## config.mk

```make
export PLATFORM = sky130hd
export DESIGN_NAME = boot_loader_flat
export DESIGN_NICKNAME = d
export VERILOG_FILES = /design/src/rtl/boot_loader_pkg.sv /design/src/rtl/boot_loader_if.sv /design/src/rtl/boot_checksum.sv /design/src/rtl/boot_loader.sv /design/src/flat_wrapper.sv
export SDC_FILE = /design/constraint.sdc
export NUM_CORES = 1
export LEC_CHECK = 0
export ABC_AREA = 1
export BUFFER_PORTS_ARGS = -buffer_cell sky130_fd_sc_hd__buf_2
export CORE_MARGIN = 10
export CORE_UTILIZATION = 40
export CTS_CLUSTER_SIZE = 24
export DETAILED_ROUTE_END_ITERATION = 7
export SETUP_SLACK_MARGIN = 0.05
export SLEW_MARGIN = 30
export SYNTH_ARGS = -nofsm -noshare
export SYNTH_HDL_FRONTEND = slang
export SYNTH_SLANG_ARGS = --single-unit
```

## constraint.sdc

```tcl
create_clock -name i_clock -period 5.3 [get_ports i_clock]
set_clock_uncertainty 0.1 [all_clocks]
set_input_delay 1.06 -clock i_clock [delete_from_list [all_inputs] [get_ports i_clock]]
set_output_delay 1.06 -clock i_clock [all_outputs]
set_load 0.02 [all_outputs]
```

## src/rtl/boot_loader_pkg.sv

```systemverilog
// Shared processor definitions for the boot loader: default bus widths and FSM state encoding.
package boot_loader_pkg;

   localparam int DEF_ADDR_W = 12;
   localparam int DEF_DATA_W = 32;

   typedef enum logic [1:0] {
      ST_LOAD  = 2'd0,
      ST_DRAIN = 2'd1,
      ST_DONE  = 2'd2
   } boot_state_t;

endpackage

```

## src/rtl/boot_loader_if.sv

```systemverilog
// BIOS ROM read port and instruction-RAM write port; master is the loader, slave is the memory side.
interface boot_loader_if
   import boot_loader_pkg::*;
#(
   parameter int ADDR_W = DEF_ADDR_W,
   parameter int DATA_W = DEF_DATA_W
) ();

   logic [ADDR_W-1:0] bios_address;
   logic [DATA_W-1:0] bios_instruction;
   logic              mem_write_enable;
   logic [ADDR_W-1:0] mem_write_address;
   logic [DATA_W-1:0] mem_write_data;

   modport master (
      output bios_address,
      input  bios_instruction,
      output mem_write_enable,
      output mem_write_address,
      output mem_write_data
   );

   modport slave (
      input  bios_address,
      output bios_instruction,
      input  mem_write_enable,
      input  mem_write_address,
      input  mem_write_data
   );

endinterface

```

## src/rtl/boot_checksum.sv

```systemverilog
// Wrap-around sum of every word written to instruction RAM; clear wins over add.
module boot_checksum #(
   parameter int DATA_W = 32
) (
   input  logic              i_clock,
   input  logic              i_clear,
   input  logic              i_add_vld,
   input  logic [DATA_W-1:0] i_add_dat,
   output logic [DATA_W-1:0] o_sum
);

   logic [DATA_W-1:0] r_sum;

   always_ff @(posedge i_clock) begin
      if (i_clear) begin
         r_sum <= '0;
      end else if (i_add_vld) begin
         r_sum <= r_sum + i_add_dat;
      end
   end

   assign o_sum = r_sum;

endmodule

```

## src/rtl/boot_loader.sv

```systemverilog
// Copies BOOT_WORDS BIOS words into instruction RAM after reset or on start; one word per cycle,
// one-cycle read-to-write latency, processor stalled until the copy completes.
module boot_loader
   import boot_loader_pkg::*;
#(
   parameter int ADDR_W     = DEF_ADDR_W,
   parameter int DATA_W     = DEF_DATA_W,
   parameter int BOOT_WORDS = 191
) (
   input  logic              i_clock,
   input  logic              i_reset,
   input  logic              i_start,
   boot_loader_if.master     bus,
   output logic              o_cpu_stall,
   output logic              o_done,
   output logic [DATA_W-1:0] o_checksum
);

   localparam logic [ADDR_W-1:0] LAST_ADDR = ADDR_W'(BOOT_WORDS - 1);

   boot_state_t       r_state;
   logic [ADDR_W-1:0] r_rd_ptr;
   logic              r_wr_vld;
   logic [ADDR_W-1:0] r_wr_addr;
   logic [DATA_W-1:0] r_wr_data;
   logic              r_done;
   logic              r_cpu_stall;

   logic              w_restart;
   logic              w_write;

   assign w_restart = (r_state == ST_DONE) && i_start;
   // A write already staged is dropped in the same cycle reset is seen.
   assign w_write   = r_wr_vld && !i_reset;

   always_ff @(posedge i_clock) begin
      if (i_reset) begin
         r_state     <= ST_LOAD;
         r_rd_ptr    <= '0;
         r_wr_vld    <= 1'b0;
         r_wr_addr   <= '0;
         r_wr_data   <= '0;
         r_done      <= 1'b0;
         r_cpu_stall <= 1'b1;
      end else begin
         case (r_state)
            ST_LOAD: begin
               r_wr_vld  <= 1'b1;
               r_wr_addr <= r_rd_ptr;
               r_wr_data <= bus.bios_instruction;
               // Parking the pointer at 0 keeps the ROM address at 0 outside LOAD and avoids a wrap.
               if (r_rd_ptr == LAST_ADDR) begin
                  r_rd_ptr <= '0;
                  r_state  <= ST_DRAIN;
               end else begin
                  r_rd_ptr <= r_rd_ptr + ADDR_W'(1);
               end
            end
            ST_DRAIN: begin
               r_wr_vld    <= 1'b0;
               r_state     <= ST_DONE;
               r_done      <= 1'b1;
               r_cpu_stall <= 1'b0;
            end
            ST_DONE: begin
               if (i_start) begin
                  r_state     <= ST_LOAD;
                  r_done      <= 1'b0;
                  r_cpu_stall <= 1'b1;
               end
            end
            default: begin
               r_state  <= ST_LOAD;
               r_rd_ptr <= '0;
               r_wr_vld <= 1'b0;
            end
         endcase
      end
   end

   boot_checksum #(
      .DATA_W (DATA_W)
   ) u_checksum (
      .i_clock   (i_clock),
      .i_clear   (i_reset || w_restart),
      .i_add_vld (w_write),
      .i_add_dat (r_wr_data),
      .o_sum     (o_checksum)
   );

   assign bus.bios_address      = r_rd_ptr;
   assign bus.mem_write_enable  = w_write;
   assign bus.mem_write_address = r_wr_addr;
   assign bus.mem_write_data    = r_wr_data;
   assign o_cpu_stall           = r_cpu_stall;
   assign o_done                = r_done;

endmodule
```

## src/flat_wrapper.sv

```systemverilog
// flat-port wrapper written by rule: the top's interface ports become plain ports
module boot_loader_flat import boot_loader_pkg::*;
#(
   parameter int ADDR_W     = DEF_ADDR_W,
   parameter int DATA_W     = DEF_DATA_W,
   parameter int BOOT_WORDS = 191
)
  (i_clock, i_reset, i_start, o_cpu_stall, o_done, o_checksum, bus_bios_address, bus_bios_instruction, bus_mem_write_enable, bus_mem_write_address, bus_mem_write_data);
  boot_loader_if #(.ADDR_W(ADDR_W), .DATA_W(DATA_W)) bus_i ();
  input  logic i_clock;
  input  logic i_reset;
  input  logic i_start;
  output logic o_cpu_stall;
  output logic o_done;
  output logic [DATA_W-1:0] o_checksum;
  output wire logic [$bits(bus_i.bios_address)-1:0] bus_bios_address;
  input wire logic [$bits(bus_i.bios_instruction)-1:0] bus_bios_instruction;
  output wire logic [$bits(bus_i.mem_write_enable)-1:0] bus_mem_write_enable;
  output wire logic [$bits(bus_i.mem_write_address)-1:0] bus_mem_write_address;
  output wire logic [$bits(bus_i.mem_write_data)-1:0] bus_mem_write_data;
  assign bus_bios_address = bus_i.bios_address;
  assign bus_i.bios_instruction = bus_bios_instruction;
  assign bus_mem_write_enable = bus_i.mem_write_enable;
  assign bus_mem_write_address = bus_i.mem_write_address;
  assign bus_mem_write_data = bus_i.mem_write_data;
  boot_loader #(.ADDR_W(ADDR_W), .DATA_W(DATA_W), .BOOT_WORDS(BOOT_WORDS)) u_core (.i_clock(i_clock), .i_reset(i_reset), .i_start(i_start), .bus(bus_i), .o_cpu_stall(o_cpu_stall), .o_done(o_done), .o_checksum(o_checksum));
endmodule
```

==> qor.yml <==
status: "finished clean"
synth_nets: 1044
post_cts_buffers: 0
syn_avg_cell_area_um2: 6.04
htreeDepth: 3
post_drt_via_cell_ratio: 4.63
async_reset_ff_frac: 0
finalCoreUtilization: 0.480
synth_top_area_cell: "dfxtp_1"
grt_pass1_wl_um: 27500
fin_nets: 1162
min-delay-start: "u_core.o_cpu_stall"
numCtsBuffers: 9
synth_cells: 972
rows: 44
max_cap_viol_count: 0
crit_fanout: 4
hold_viol_final: 0
slew_headroom: 0.530
period_share: 0.506
max_freq_mhz: 373
ctsResizeCount: 0
slowest_stage: "buf_2"
diodes: 0
ys_warn_count: 0
wl_per_cell_um: 12.9
fillCellCount: 1547
synth_top_area_share: 0.317
cp.required_ns: 4.14
yosys.cell_count.top_type: "nand2_1"
initial_core_util: 0.406
ys_ff_latch: 93
drtAntennaViolNets: 0
fin_area_um2: 6950
r2r-start: "u_core.bus.mem_write_data[0]"
layout_setup_ws_ns: 2.62
die_h_um: 141
grt_pass1_vias: 5604
startpoint_type: "input port"
dieArea_um2: 19900
worst_pin_slew_ns: 0.704
cpMostUsedCell: "buf_2"
dpl.hpwl_um: 13000
worstSetupStartpoint: "i_reset"
area_growth_pct: 18.4
ir_worst_vdd_mv: 0.231
drt_wl_total_um: 16500
drv_slew: 0
synthTopCellsByCount: "255 x nand2_1, 198 x nor2_1, 165 x inv_1"
setup_viol: 0
p_leak_nw: 4.00
die_w_um: 141
hold_buffers: 0
cts_buffer_depth: 2
min_path_type: "flop to flop"
cts_tree: "yes"
first_pass_iters: 5
clockRootBuffer: "clkbuf_16"
synthFlopType: "dfxtp_1"
path_clk_slew_ns: 0.07
max_stage_delay_ns: 0.18
path_cells: "buf_2 > nor2_4 > buf_2"
antenna_found_initial: 0
grt_usage: 0.166
synth_area_leaders: "dfxtp_1 32%, nand2_1 16%, nor2_1 13%, inv_1 11%, ha_1 7.7%"
arrival_ns: 1.52
overflow: 0
synth_area_um2: 5870
synth-edff-count: 0
ys_types: 28
post-route-drc-count: 0
first_iter_violations: 321
gp_congestion: 0.923
ys_seq_area_frac: 0.317
layout_min_cycle_time_ns: 2.68
port_buffers: 125
clkSinkCount: 93
setup_tns_ns: 0
ios: 126
grt_setup_unrepaired: "false"
p_per_area_nw_per_um2: 361
crit_type: "input port to output pin"
via_count: 5926
drive_above_1_share: 0.146
cp-end-kind: "output pin"
grt_max_degree: 37
place_area_um2: 6670
clkLatencyLatePin_ns: 0.35
core-area_um2: 14500
dp_slack_ns: 2.45
per-layer routing:
metal | track usage | vias to the layer above | part of all wire
li1 | - | 3217 | -
met1 | 0.215 | 2549 | 0.48
met2 | 0.259 | 142 | 0.44
met3 | 0.0480 | 18 | 0.070
met4 | 0.0505 | 0 | 0.014
met5 | 0 | - | 0
stage by stage:
step / hold WS [ns] / instances / power [W]
global placement: 0.353 / 1263 / 0.00191
finish: 0.353 / 1279 / 0.00251
detailed placement: 0.347 / 1263 / 0.00191
global route: 0.367 / 1279 / 0.00272
CTS: 0.359 / 1279 / 0.00254
floorplan: 0.350 / 972 / 0.00161
report_power, final:
| group | leakage (nW) | internal [W] | switching [W] | total (W) |
|---|---|---|---|---|
| clock | 0.140 | 0.000328 | 0.000294 | 0.000622 |
| combinational | 3.10 | 0.000331 | 0.000664 | 0.000995 |
| sequential | 0.769 | 0.000808 | 0.0000865 | 0.000894 |
| total | 4.00 | 0.00147 | 0.00104 | 0.00251 |
kinds of logic (layout without fill, tap and decap cells):
kind of cell    Yosys count  after routing  share of synthesized area
compound gates          109            109                     0.0952
xor+xnor                 17             17                     0.0254
fa+ha+maj                37             37                     0.0801
buf+inv                 190            313                      0.123
flops                    93             93                      0.317
simple gates            526            526                      0.359
sequential cells by signal, indices dropped and copies added (netlist names):
| name | count |
|---|---|
| u_core.bus.mem_write_data | 32 |
| u_core.u_checksum.o_sum | 32 |
| u_core.bus.bios_address | 12 |
| u_core.bus.mem_write_address | 12 |
| u_core.r_state | 2 |
| u_core.o_cpu_stall | 1 |
| u_core.o_done | 1 |
| u_core.r_wr_vld | 1 |
final timing paths:
check | to | slack, ns | cells past startpoint
worst min register to register | u_core.o_cpu_stall | 0.35 | 2
worst max-delay path | bus_mem_write_enable | 2.62 | 3
worst max register to register | u_core.u_checksum.o_sum[16] | 2.83 | 12
worst min-delay path | u_core.o_cpu_stall | 0.35 | 2
placed cells by master (no fill, tap or decap):
cell type and instances:
o21ai_0 68, a21o_1 1, buf_2 125, a21oi_2 1, xor2_1 15, nor2_4 2, inv_1 164, nor2_1 198
nand3_2 2, nor4_1 1, o21bai_1 3, and3_1 1, buf_4 5, inv_6 4, clkbuf_1 1, clkbuf_16 9
nand4_1 4, inv_2 2, nor3_1 7, dfxtp_1 93, fa_1 1, nand2_1 255, a21oi_1 36, nand3_1 46
xnor2_1 2, and2_1 3, clkinv_2 1, inv_8 1, clkinv_1 1, ha_2 1, ha_1 35, nor2_2 4
nand2_2 3
worst max-delay path, delay by kind of cell:
| kind | cells | cell delay, ns |
|---|---|---|
| simple gates | 1 | 0.14 |
| buf+inv | 2 | 0.32 |
final cells by class:
cell class / count / area (um2) / area share
multi-input cells: 689 / 3290 / 0.473
flip-flops and latches: 93 / 1860 / 0.268
repair buffers: 130 / 663 / 0.0954
inverters: 167 / 627 / 0.0902
well taps: 184 / 230 / 0.0331
clock inverters: 6 / 51.3 / 0.00738
clock buffers: 10 / 229 / 0.0329
(Power assumes the default switching activity.)
